[config.mk]
export PLATFORM = sky130hd
export DESIGN_NAME = cla_adder_pipe
export DESIGN_NICKNAME = d
export VERILOG_FILES = /design/src/rtl/cla_pkg.sv /design/src/rtl/cla_group.sv /design/src/rtl/cla_adder_pipe.sv
export SDC_FILE = /design/constraint.sdc
export NUM_CORES = 1
export LEC_CHECK = 0
export BUFFER_PORTS_ARGS = -buffer_cell sky130_fd_sc_hd__buf_2
export CAP_MARGIN = 0
export CORE_UTILIZATION = 35
export DETAILED_ROUTE_END_ITERATION = 12
export GPL_ROUTABILITY_DRIVEN = 0
export MAX_ROUTING_LAYER = met4
export PLACE_DENSITY_LB_ADDON = 0.05
export SYNTH_ARGS = -nofsm -noshare
export SYNTH_HDL_FRONTEND = slang
export SYNTH_SLANG_ARGS = --single-unit
[constraint.sdc]
create_clock -name clk -period 7.1 [get_ports clk]
set_clock_uncertainty 0.1 [all_clocks]
set_input_delay 2.13 -clock clk [delete_from_list [all_inputs] [get_ports clk]]
set_output_delay 2.13 -clock clk [all_outputs]
set_load 0.01 [all_outputs]
[src/rtl/cla_pkg.sv]
`default_nettype none
// ============================================================================
// Module   : cla_pkg
// Brief    : Shared types and elaboration helpers for the pipelined CLA adder.
// Revision : 1.0 - initial release
// ============================================================================
package cla_pkg;

  localparam int CLA_DEFAULT_WIDTH = 16;
  localparam int CLA_DEFAULT_GROUP = 4;

  // Control portion of a stage register; the operand/sum words are sized by
  // the instantiating module.
  typedef struct packed {
    logic valid;
    logic carry;
    logic ovf;
  } cla_ctrl_t;

  function automatic int cla_ngrp(input int width, input int group);
    return width / group;
  endfunction

  function automatic bit cla_width_ok(input int width, input int group);
    return (group > 0) && (width >= group) && ((width % group) == 0);
  endfunction

endpackage
`default_nettype wire

[src/rtl/cla_group.sv]
`default_nettype none
// ============================================================================
// Module   : cla_group
// Brief    : Combinational GROUP-bit carry-lookahead slice.
// Revision : 1.0 - initial release
// ============================================================================
module cla_group #(
  parameter int GROUP = 4
) (
  input  logic [GROUP-1:0] a,
  input  logic [GROUP-1:0] b,
  input  logic             cin,
  output logic [GROUP-1:0] sum,
  output logic             cout,
  output logic             c_msb_in
);

  logic [GROUP-1:0] w_p;
  logic [GROUP-1:0] w_g;
  logic [GROUP:0]   w_c;
  logic             w_prop;
  logic             w_term;

  assign w_p = a ^ b;
  assign w_g = a & b;

  // Each carry is a flat sum-of-products over generate/propagate terms rather
  // than a chain through the previous carry.
  always_comb begin
    w_c    = '0;
    w_prop = 1'b1;
    w_term = 1'b0;
    w_c[0] = cin;
    for (int i = 0; i < GROUP; i++) begin
      w_prop = 1'b1;
      w_term = 1'b0;
      for (int j = i; j >= 0; j--) begin
        w_term = w_term | (w_g[j] & w_prop);
        w_prop = w_prop & w_p[j];
      end
      w_c[i+1] = w_term | (w_prop & cin);
    end
  end

  assign sum      = w_p ^ w_c[GROUP-1:0];
  assign cout     = w_c[GROUP];
  assign c_msb_in = w_c[GROUP-1];

endmodule
`default_nettype wire

[src/rtl/cla_adder_pipe.sv]
`default_nettype none
// ============================================================================
// Module   : cla_adder_pipe
// Brief    : Pipelined WIDTH-bit CLA adder/subtractor, one GROUP slice per stage.
// Revision : 1.0 - initial release
// ============================================================================
module cla_adder_pipe
  import cla_pkg::*;
#(
  parameter int WIDTH = CLA_DEFAULT_WIDTH,
  parameter int GROUP = CLA_DEFAULT_GROUP
) (
  input  logic             clk,
  input  logic             rst,
  input  logic             in_valid,
  output logic             in_ready,
  input  logic [WIDTH-1:0] in_a,
  input  logic [WIDTH-1:0] in_b,
  input  logic             in_cin,
  input  logic             in_sub,
  output logic             out_valid,
  input  logic             out_ready,
  output logic [WIDTH-1:0] out_sum,
  output logic             out_cout,
  output logic             out_ovf
);

  localparam int NGRP = cla_ngrp(WIDTH, GROUP);

  if (!cla_width_ok(WIDTH, GROUP)) begin : g_bad_width
    $error("cla_adder_pipe: WIDTH must be a non-zero multiple of GROUP");
  end

  typedef struct packed {
    cla_ctrl_t        ctrl;
    logic [WIDTH-1:0] a;
    logic [WIDTH-1:0] bx;
    logic [WIDTH-1:0] sum;
  } stage_t;

  stage_t           r_stage    [NGRP];
  stage_t           w_src      [NGRP];
  stage_t           w_next     [NGRP];
  logic [GROUP-1:0] w_grp_sum  [NGRP];
  logic             w_grp_cout [NGRP];
  logic             w_grp_msb  [NGRP];
  logic             w_ovf      [NGRP];
  logic             w_adv;

  // The whole pipe moves in lockstep; bubbles hold their slot.
  assign w_adv    = ~r_stage[NGRP-1].ctrl.valid | out_ready;
  assign in_ready = w_adv;

  for (genvar k = 0; k < NGRP; k++) begin : g_stage
    if (k == 0) begin : g_first
      // Subtraction folds into the add as A + ~B with a forced carry-in.
      assign w_src[0] = '{ctrl: '{valid: in_valid, carry: in_sub | in_cin, ovf: 1'b0},
                          a:    in_a,
                          bx:   in_sub ? ~in_b : in_b,
                          sum:  {WIDTH{1'b0}}};
    end else begin : g_chain
      assign w_src[k] = r_stage[k-1];
    end

    cla_group #(
      .GROUP (GROUP)
    ) u_group (
      .a        (w_src[k].a[k*GROUP +: GROUP]),
      .b        (w_src[k].bx[k*GROUP +: GROUP]),
      .cin      (w_src[k].ctrl.carry),
      .sum      (w_grp_sum[k]),
      .cout     (w_grp_cout[k]),
      .c_msb_in (w_grp_msb[k])
    );

    if (k == NGRP - 1) begin : g_msb
      assign w_ovf[k] = w_grp_msb[k] ^ w_grp_cout[k];
    end else begin : g_inner
      assign w_ovf[k] = 1'b0;
    end

    // Sum bits of unprocessed slices are still zero, so OR-ing places the slice.
    assign w_next[k] = '{ctrl: '{valid: w_src[k].ctrl.valid, carry: w_grp_cout[k], ovf: w_ovf[k]},
                         a:    w_src[k].a,
                         bx:   w_src[k].bx,
                         sum:  w_src[k].sum | (WIDTH'(w_grp_sum[k]) << (k * GROUP))};
  end

  always_ff @(posedge clk or posedge rst) begin
    if (rst) begin
      for (int k = 0; k < NGRP; k++) begin
        r_stage[k] <= '0;
      end
    end else if (w_adv) begin
      for (int k = 0; k < NGRP; k++) begin
        r_stage[k] <= w_next[k];
      end
    end
  end

  assign out_valid = r_stage[NGRP-1].ctrl.valid;
  assign out_sum   = r_stage[NGRP-1].sum;
  assign out_cout  = r_stage[NGRP-1].ctrl.carry;
  assign out_ovf   = r_stage[NGRP-1].ctrl.ovf;

endmodule
`default_nettype wire
==> results.json <==
{
  "rsz0062_at_grt": "no",
  "final_util_pct": 40.9,
  "holdBufCountCts": 0,
  "die-area_um2": 13000,
  "post_cts_buffers": 0,
  "critPathCaptureType": "output port",
  "wl_um": 8130,
  "status": "finished, final reports clean",
  "antenna_left": 0,
  "cts_root_buf": "clkbuf_16",
  "initial_core_util_pct": 36.2,
  "synth_nets": 531,
  "ys_seq_area_share_pct": 55.1,
  "netlist_area_um2": 4410,
  "drt_iter0_markers": 134,
  "tritoncts": "built",
  "grt-ovfl-total": 0,
  "max_cap_viol_count": 0,
  "clock_latency_ns": 0.34,
  "dieHeight_um": 114,
  "fp.coreArea_um2": 12200,
  "setup_ws_ns": 1.76,
  "path_class": "in2out",
  "clockBufferDepth": 2,
  "fin_crit_ns": 5.34,
  "grt_pass1_wl_um": 14600,
  "area_growth_pct": 12.9,
  "p_leak_nw": 2.53,
  "ys_types": 29,
  "grt_usage_pct": 14.9,
  "cts_resized": 0,
  "grt_max_degree": 84,
  "p_per_area_nw_per_um2": 428,
  "vias_per_cell": 4.47,
  "finalCritPeriodShare_pct": 75.1,
  "arrival_ns": 3.11,
  "power_w": 0.00213,
  "n_antenna_cell": 0,
  "worst-endpoint-required_ns": 4.87,
  "slew_viol_final": 0,
  "vdd_ir_drop_max_mv": 0.120,
  "first_global_vias": 3069,
  "ys_ff_latch": 97,
  "drc": 0,
  "hold_viol_final": 0,
  "vias": 3024,
  "setup.worst_path.start_class": "primary input",
  "firstDrtPassIters": 4,
  "ios": 58,
  "cts_buffers": 9,
  "htreeDepth": 3,
  "fin_setup_tns_ns": 0,
  "avgSynthCellArea_um2": 9.32,
  "syn-instance-count": 473,
  "worstHoldPathType": "reg2reg",
  "fmax_mhz": 187,
  "setup_viol": 0,
  "dp_hpwl_um": 5290,
  "dp_slack_ns": 1.71,
  "num-fill-cells": 1260,
  "nets": 563,
  "antenna_found_initial": 0,
  "worstMarginPinSlew_ns": 0.829,
  "drive_gt1_share_pct": 15.9,
  "num_rows": 40,
  "max-slew-margin-rel_pct": 44.7,
  "clock_sinks": 97,
  "die_x_um": 114,
  "clk_pin_slew_ns": 0.06,
  "yosys_warnings": 0,
  "avgRoutedWirePerCell_um": 12.0,
  "port_buffers": 57,
  "path_max_fanout": 33
}
area by class of cell:
| class | instances | area, µm² | area share [%] |
|---|---|---|---|
| clock inverter | 2 | 12.5 | 0.252 |
| multi-input combinational | 330 | 1720 | 34.5 |
| timing repair buffer | 60 | 308 | 6.19 |
| inverter | 7 | 28.8 | 0.579 |
| sequential | 97 | 2430 | 48.8 |
| tap | 168 | 210 | 4.23 |
| clock buffer | 13 | 270 | 5.43 |
power by group:
| group | internal (W) | switching (W) |
|---|---|---|
| registers | 0.000799 | 0.000137 |
| logic | 0.000309 | 0.000425 |
| clock network | 0.000264 | 0.000194 |
state kept, by name, indices dropped and copies added (netlist names):
register   flops
r_stage       78
out_sum       16
out_cout       1
out_ovf        1
out_valid      1
logic make-up (layout without fill, tap and decap cells):
family / Yosys count / count (layout) / share of synthesized area, %
xor+xnor: 23 / 23 / 4.57
fa+ha+maj: 20 / 20 / 6.36
flops: 97 / 97 / 55.1
buf+inv: 46 / 82 / 6.13
compound gates: 58 / 58 / 8.01
simple gates: 228 / 228 / 19.6
mux: 1 / 1 / 0.227
layout by cell type (no fill, tap or decap), drive strengths merged, types with 8 or more instances in the layout:
cell type | netlist | layout
a21oi | 9 | 9
buf | 37 | 60
clkbuf | 2 | 13
dfrtp | 97 | 97
ha | 16 | 16
nand2 | 216 | 216
nor2 | 8 | 8
o21ai | 30 | 30
xnor2 | 17 | 17
critical path, stage by stage:
cell and delay, ns:
buf_2 0.11, nor2b_4 0.60, inv_2 0.09, buf_2 0.17
Yosys cell counts, drive strengths merged:
library cell,instances,area (µm²)
o21ai,30,150
o21a,1,7.51
xnor2,17,149
xor2,6,52.6
a21boi,1,11.3
o211ai,1,12.5
nand2b,2,12.5
a21o,3,22.5
fa,4,80.1
mux2i,1,10.0
a21oi,9,45.0
dfrtp,97,2430
nor2,8,30.0
o21bai,3,22.5
buf,37,236
o31ai,2,20.0
clkbuf,2,7.51
ha,16,200
nand2,216,811
a211oi,7,52.6
nor2b,1,6.26
inv,7,26.3
o22a,1,8.76
nor3,1,5.00
worst paths after layout:
kind | start | to | slack (ns) | cells after the start
min reg2reg | out_sum[8] | out_sum[8] | 0.36 | 2
min | out_sum[8] | out_sum[8] | 0.36 | 2
max in group asynchronous | rst | out_sum[3] | 4.04 | 3
min in group asynchronous | rst | r_stage[200] | 1.77 | 2
max reg2reg | out_valid | r_stage[100] | 4.79 | 4
max | out_ready | in_ready | 1.76 | 4
per-stage QoR:
step / area, µm² / cells / hold slack [ns]
after floorplan: 4410 / 473 / 0.330
after global placement: 4690 / 662 / 0.349
after detailed placement: 4690 / 662 / 0.348
after CTS: 4970 / 677 / 0.370
after global routing: 4970 / 677 / 0.386
final: 4970 / 677 / 0.361
per-layer routing:
layer	track usage, %	share of wire (%)
met3	2.70	2.2
met4	7.27	2.3
met5	-	0
met2	23.5	46
met1	18.6	49
(Power assumes the default switching activity.)
